[config.mk]
export PLATFORM = sky130hd
export DESIGN_NAME = serial_adder_ctrl
export DESIGN_NICKNAME = d
export VERILOG_FILES = /design/src/rtl/serial_adder_pkg.sv /design/src/rtl/serial_fa_cell.sv /design/src/rtl/serial_adder_ctrl.sv
export SDC_FILE = /design/constraint.sdc
export NUM_CORES = 1
export LEC_CHECK = 0
export BUFFER_PORTS_ARGS = -buffer_cell sky130_fd_sc_hd__buf_2
export CORE_MARGIN = 4
export CORE_UTILIZATION = 55
export DETAILED_ROUTE_END_ITERATION = 12
export PLACE_DENSITY = 0.89
export RECOVER_POWER = 100
export SYNTH_ARGS = -nofsm -noshare
export SYNTH_HDL_FRONTEND = slang
export SYNTH_SLANG_ARGS = --single-unit
[constraint.sdc]
create_clock -name clk -period 3.1 [get_ports clk]
set_input_delay 0.62 -clock clk [delete_from_list [all_inputs] [get_ports clk]]
set_output_delay 0.62 -clock clk [all_outputs]
set_load 0.05 [all_outputs]
[src/rtl/serial_adder_pkg.sv]
// serial_adder_pkg: shared state encoding and default width for the bit-serial adder
package serial_adder_pkg;
  localparam logic [1:0] ST_IDLE = 2'd0;
  localparam logic [1:0] ST_RUN  = 2'd1;
  localparam logic [1:0] ST_DONE = 2'd2;
  localparam int SA_WIDTH_DEF = 8;
  typedef enum logic [1:0] {IDLE = ST_IDLE, RUN = ST_RUN, DONE = ST_DONE} state_e;
endpackage

[src/rtl/serial_fa_cell.sv]
// serial_fa_cell: gate-level one-bit full adder
module serial_fa_cell (
  input  logic a,
  input  logic b,
  input  logic cin,
  output logic S,
  output logic Cout
);
  logic x;
  assign x    = a ^ b;
  assign S    = x ^ cin;
  assign Cout = (a & b) | (x & cin);
endmodule

[src/rtl/serial_adder_ctrl.sv]
// serial_adder_ctrl: bit-serial adder, LSB first through one full-adder cell (signed overflow when SERIAL_ADDER_OVF_EN is defined)
module serial_adder_ctrl
  import serial_adder_pkg::*;
#(
  parameter int WIDTH = SA_WIDTH_DEF
) (
  input  logic             clk,
  input  logic             rst,
  input  logic             start,
  input  logic [WIDTH-1:0] a_in,
  input  logic [WIDTH-1:0] b_in,
  input  logic             cin_in,
  output logic             busy,
  output logic             done,
  output logic [WIDTH-1:0] sum,
  output logic             cout,
  output logic             ovf
);
  localparam int CW = $clog2(WIDTH);
  state_e           state_q;
  logic [WIDTH-1:0] a_q, b_q, sum_q;
  logic             carry_q, cout_q;
  logic [CW-1:0]    cnt_q;
  logic             fa_s, fa_co, last;
  serial_fa_cell u_fa (.a(a_q[0]), .b(b_q[0]), .cin(carry_q), .S(fa_s), .Cout(fa_co));
  assign last = cnt_q == CW'(WIDTH - 1);
  assign busy = state_q == RUN;
  assign done = state_q == DONE;
  assign sum  = sum_q;
  assign cout = cout_q;
`ifdef SERIAL_ADDER_OVF_EN
  logic ovf_q;
  assign ovf = ovf_q;
`else
  assign ovf = 1'b0;
`endif
  // Sequencer: load on accepted start, one bit per edge in RUN, single-cycle DONE; counter is cleared on the last bit so it never wraps
  always_ff @(posedge clk or posedge rst) begin
    if (rst) begin
      state_q <= IDLE;
      a_q     <= '0;
      b_q     <= '0;
      sum_q   <= '0;
      carry_q <= 1'b0;
      cout_q  <= 1'b0;
      cnt_q   <= '0;
`ifdef SERIAL_ADDER_OVF_EN
      ovf_q   <= 1'b0;
`endif
    end else begin
      case (state_q)
        IDLE: if (start) begin
          a_q     <= a_in;
          b_q     <= b_in;
          carry_q <= cin_in;
          cnt_q   <= '0;
          sum_q   <= '0;
          cout_q  <= 1'b0;
`ifdef SERIAL_ADDER_OVF_EN
          ovf_q   <= 1'b0;
`endif
          state_q <= RUN;
        end
        RUN: begin
          sum_q   <= {fa_s, sum_q[WIDTH-1:1]};
          a_q     <= a_q >> 1;
          b_q     <= b_q >> 1;
          carry_q <= fa_co;
          cnt_q   <= last ? '0 : cnt_q + CW'(1);
          if (last) begin
            cout_q  <= fa_co;
`ifdef SERIAL_ADDER_OVF_EN
            ovf_q   <= carry_q ^ fa_co;
`endif
            state_q <= DONE;
          end
        end
        DONE:    state_q <= IDLE;
        default: state_q <= IDLE;
      endcase
    end
  end
endmodule

== Word level (Yosys, flattened, before mapping) ==
Index checks and enable logic that the tools add are counted.
Storage, ports and cells
  register bits: 31
  bits in latches: 0
  memory bits (writable): 0
  ROM bits: 0
  input bits: 20
  output and inout port bits: 12
  word-level logic and storage cells: 40
  memories kept: 0
Cells by class
  add/sub/neg operators: 1
  multiply operators: 0
  divide/modulo/power cells: 0
  magnitude comparators: 0
  equality and inequality tests: 5
  shift-type cells: 0
  mux-type cells: 17
  bitwise logic cells: 5
  reduce and logical (&&, ||, !) cells: 5
Operator list (count)
  one-hot mux 8 bit (2 select lines): 3
  2-to-1 mux 8 bit: 3
  2-to-1 mux 3 bit: 2
  one-hot mux 3 bit (2 select lines): 1
  2-to-1 mux 2 bit: 2
  one-hot mux 1 bit (2 select lines): 2
  one-hot mux 2 bit (2 select lines): 1
  AND reduction 2 bit: 2
  adder 3 x 1 -> 3 bit (second input constant): 1
  equality test 3 bit (second input constant): 1
  2-to-1 mux 1 bit: 3
  AND reduction 3 bit: 1
  AND 1 bit: 2
  equality test 2 x 1 -> 1 bit (second input constant): 1
  equality test 2 bit (second input constant): 1
  logical NOT 2 bit: 1
  != test 2 x 1 -> 1 bit (second input constant): 1
  != test 2 bit (second input constant): 1
  nonzero test 2 bit: 1
  XOR 1 bit: 2
  OR 1 bit: 1

== Logic depth before layout (Yosys ltp) ==
  depth after elaboration: 5
  mapped depth: 5
  depth with buffers taken out: 5

== Modules after synthesis ==
Synthesis repeated with hierarchy kept, for this count alone.
Unflattened totals
  cell total of the unflattened synthesis: 132
  area total of the unflattened synthesis: 1462.7 µm²
Modules (own cells, without submodules)
  serial_adder_ctrl: times used 1, cells each 131, area an instance 1442.6 µm², seq. area each 775.7 µm²
  serial_fa_cell: times used 1, cells each 1, area an instance 20.0 µm², seq. area each 0.0 µm²

== Least setup slack after synthesis ==
OpenSTA, ideal clock, no wires.
  path type: register to output
  from: register state_q[1]
  to: output done
  arrival: 1366 ps
  data required time: 2480 ps
  setup slack: 1114 ps
  cell stages (with the launch flop): 5
  path buffers: 2
  cells stage by stage: dfrtp_1 > buf_6 > inv_1 > buf_2 > nor2_1
On the way
  longest elaborated chain between the ends: 1
RTL lines
  from (decl): RTL line serial_adder_ctrl.sv:20  | state_e state_q;
  from (signal assigned): RTL line serial_adder_ctrl.sv:40  | state_q <= IDLE;
  from (signal assigned): RTL line serial_adder_ctrl.sv:62  | state_q <= RUN;
  from (signal assigned): RTL line serial_adder_ctrl.sv:75  | state_q <= DONE;
  equality test 2 bit: RTL line serial_adder_ctrl.sv:28  | assign done = state_q == DONE;
  to (decl): RTL line serial_adder_ctrl.sv:14  | output logic done,
Every way passes these cells.

== Final worst setup path ==
  from: register state_q[1]
  to: output busy
On the way
  longest elaborated chain between the ends: 1
RTL lines
  equality test 2 x 1 -> 1 bit: RTL line serial_adder_ctrl.sv:27  | assign busy = state_q == RUN;
  to (decl): RTL line serial_adder_ctrl.sv:13  | output logic busy,
Every way passes these cells.

==> impl_metrics.csv <==
group,metric,value,unit
run_status,run_status,"finished, violations left",
run_status,failed_checks,"capacitance limit, slew limit",
finish,num-nets-final,183,
sta,rsz0062_at_grt,"no",
clocking,cts_max_path_buffers,2,
routing,drt_iter0_markers,51,
clocking,cts_inserted_buffers,5,
finish,drive_above_1_share,0.164,
clocking,clock_sinks,31,
setup_path,r2r_start,"state_q[1]",
power,share_seq_of_total_power,0.432,
clocking,cts_tree,"yes",
logic_synthesis,yosysWarnings,0,
routing,dr_total_vias,1140,
global_route,globalRouteMet3Util,0.0675,
floorplanning,die_w,59.0,um
placement,place_hpwl,2120,um
logic_synthesis,ys_seq_elements,31,
finish,instances_no_fill,189,
sta,worst_slew_pin_slew,1.58,ns
clocking,cts_post_setup_buffers_inserted,0,
setup_path,crit_required,2.48,ns
global_route,grt_pass1_vias,1057,
sta,period_minus_slack,2.67,ns
placement,place_ws,0.781,ns
finish,post-route-util,0.631,
global_route,globalRouteMet2Util,0.297,
finish,diodes,0,
global_route,gr-usage-all-layers,0.188,
floorplanning,fp.coreArea,0.00248,mm2
routing,via_per_inst,6.03,
power,power.switching,762,uW
job,maxCapViolations,1,
floorplanning,fp.dieArea,0.00348,mm2
floorplanning,floorplan.initialDensity,0.577,
floorplanning,top_level_ports,32,
routing,route.antenna.remaining_nets,0,
clocking,ctsResizeCount,0,
setup_path,worst-path-max-fanout,16,
clocking,cts_hold_repair.buffers,0,
logic_synthesis,synth_async_sr_flop_share,1.00,
global_route,grt_max_degree,32,
placement,final_weighted_congestion_in_routability_driven_placement,0.785,
global_route,grt_pass1_wl,4780,um
logic_synthesis,netlist.area_leader.share,0.543,
routing,route.detailed.drc,0,
floorplanning,die_h,59.0,um
finish,finalInstanceArea,0.00156,mm2
routing,avgRoutedWirePerCell,15.7,um
sta,finalSetupViolations,0,
power,irDropWorstVdd,0.641,mV
logic_synthesis,share_of_synthesized_area_occupied_by_flip_flops_and_latches,0.543,
global_route,globalRoute.totalOverflow,0,
routing,drt-total-wl,2970,um
placement,instance_area_after_placement,0.00155,mm2
power,power.leakage,0.711,nW
setup_path,timing.reg2reg.worst_path_depth,3,
routing,firstDrtPassIters,4,
logic_synthesis,synth_edf_count,0,
clocking,cts.reportedPaths.clkPinSlew,0.09,ns
hold_path,hold_path_depth,1,
sta,clock.fmax,375,MHz
hold_path,timing.hold.worst.class,"register to register",
logic_synthesis,yosys.cell_types.count,26,
logic_synthesis,netlist_instances,134,
logic_synthesis,postSynth.topFlopCell,"dfrtp_1",
hold_path,worst_hold_path.endpoint,"sum[0]",
setup_path,worstSetupStartpointType,"register",
sta,final.setup.worst_slack,0.432,ns
clocking,clk_tree_root_cell,"clkbuf_4",
setup_path,worst_r2r_setup_slack,1.27,ns
power,power.density,1070,mW/mm2
clocking,htree_num_levels,2,
setup_path,regToRegEndpoint,"carry_q",
power,share_of_total_power_in_the_clock_network,0.122,
power,p_int,912,uW
sta,timing.hold.ws,0.504,ns
logic_synthesis,synth.cells.most_frequent,"dfrtp_1 (31), o22ai_1 (24), a21oi_1 (15)",
logic_synthesis,synth.cell_area,0.00143,mm2
sta,fin_worst_skew,0.00218,ns
power,p_total,1.67,mW
power,comb_power_share,0.447,
global_route,antenna_found_initial,0,
sta,setup_total_negative_slack,0,ns
floorplanning,rows,18,
sta,report.final.hold_viol_count,0,
hold_path,hold_start,"sum[0]",
setup_path,worstSetupPathType,"register to output port",
setup_path,end_kind,"output port",
placement,numPlacedInstances,183,
placement,portBuffers,30,
logic_synthesis,post_synth_main_area_contributors,"dfrtp_1 (54%), o22ai_1 (11%), a22o_1 (6.1%), a21oi_1 (5.3%), buf_2 (2.1%)",
global_route,grt_use_met1,0.235,
global_route,busiest_metal_layer_after_global_routing,"met2",
setup_path,cp_data_arrival_time,2.05,ns
clocking,clkLatencyLatePin,0.32,ns
finish,area.growth.synth_to_final,9.37,%
logic_synthesis,syn-num-nets,157,
logic_synthesis,syn-mean-instance-area,10.7,um2
logic_synthesis,library_cell_with_the_highest_instance_count_after_synthesis,"dfrtp_1",
sta,timing.final.crit_share,0.861,
sta,maxSlewHeadroom,-0.0521,
power,power.switching_fraction,0.455,
sta,slew_violations,32,
logic_synthesis,yosysTopAreaCell,"dfrtp_1",
==> state kept, by name, summed over array words and instances (netlist names) <==
register and cells:
b_q 8, sum 8, carry_q 1, cout 1, state_q 2, a_q 8
cnt_q 3
==> critical path, cell delays in order, from the launching register on <==
cell and delay [ns]:
dfrtp_1 0.50, nand2b_1 0.47, inv_1 0.40, clkbuf_2 0.35
==> power groups by stage <==
stage | Clock [mW] | Sequential, mW | Combinational (mW)
after floorplan | 0 | 0.853 | 0.501
after global placement | 0 | 0.719 | 0.731
after detailed placement | 0 | 0.728 | 0.773
after CTS | 0.207 | 0.721 | 0.772
after global routing | 0.229 | 0.748 | 0.828
final | 0.204 | 0.722 | 0.748
==> cell usage in the layout (no fill, tap or decap) <==
cell type / count
o21ai_2: 1
o31ai_1: 1
nor2_1: 5
mux2i_1: 1
o22a_1: 1
clkbuf_1: 13
and2b_1: 1
ha_1: 2
nand2_1: 6
conb_1: 1
inv_1: 8
a21oi_1: 15
o21ai_0: 6
buf_2: 18
clkbuf_4: 5
and3_1: 1
or4b_4: 1
a221oi_1: 1
o22ai_1: 24
dfrtp_1: 31
clkbuf_2: 1
a22o_1: 10
fa_1: 1
o21bai_1: 1
nor3b_1: 1
nand2b_1: 3
==> logic make-up after synthesis <==
| family | synth area share |
|---|---|
| fa+ha+maj | 0.0315 |
| compound gates | 0.273 |
| mux | 0.00701 |
| simple gates | 0.0666 |
| other cells | 0.00262 |
| flops | 0.543 |
| buf+inv | 0.0762 |
==> routing by layer <==
layer / up-vias / part of all wire
met2: 34 / 0.52
met4: 0 / 0.012
met5: - / 0
li1: 539 / -
met3: 5 / 0.061
met1: 562 / 0.41
==> worst max-delay path by stage <==
| stage | from | depth (start not counted) | slack, ns | endpoint |
|---|---|---|---|---|
| 2_1_floorplan | state_q[1] | 4 | 1.11 | done |
| 3_3_place_gp | state_q[1] | 3 | 0.83 | busy |
| 3_5_place_dp | state_q[1] | 3 | 0.78 | busy |
| 4_1_cts | state_q[1] | 3 | 0.43 | busy |
| 5_1_grt | state_q[1] | 3 | 0.25 | busy |
| 6_report | state_q[1] | 3 | 0.43 | busy |
==> layout make-up <==
cell class / instances / area [um2]
inverters: 8 / 30.0
flip-flops and latches: 31 / 776
clock buffers: 6 / 41.3
multi-input cells: 83 / 538
fillers: 225 / 915
repair buffers: 31 / 140
well taps: 30 / 37.5
(Power assumes the default switching activity.)
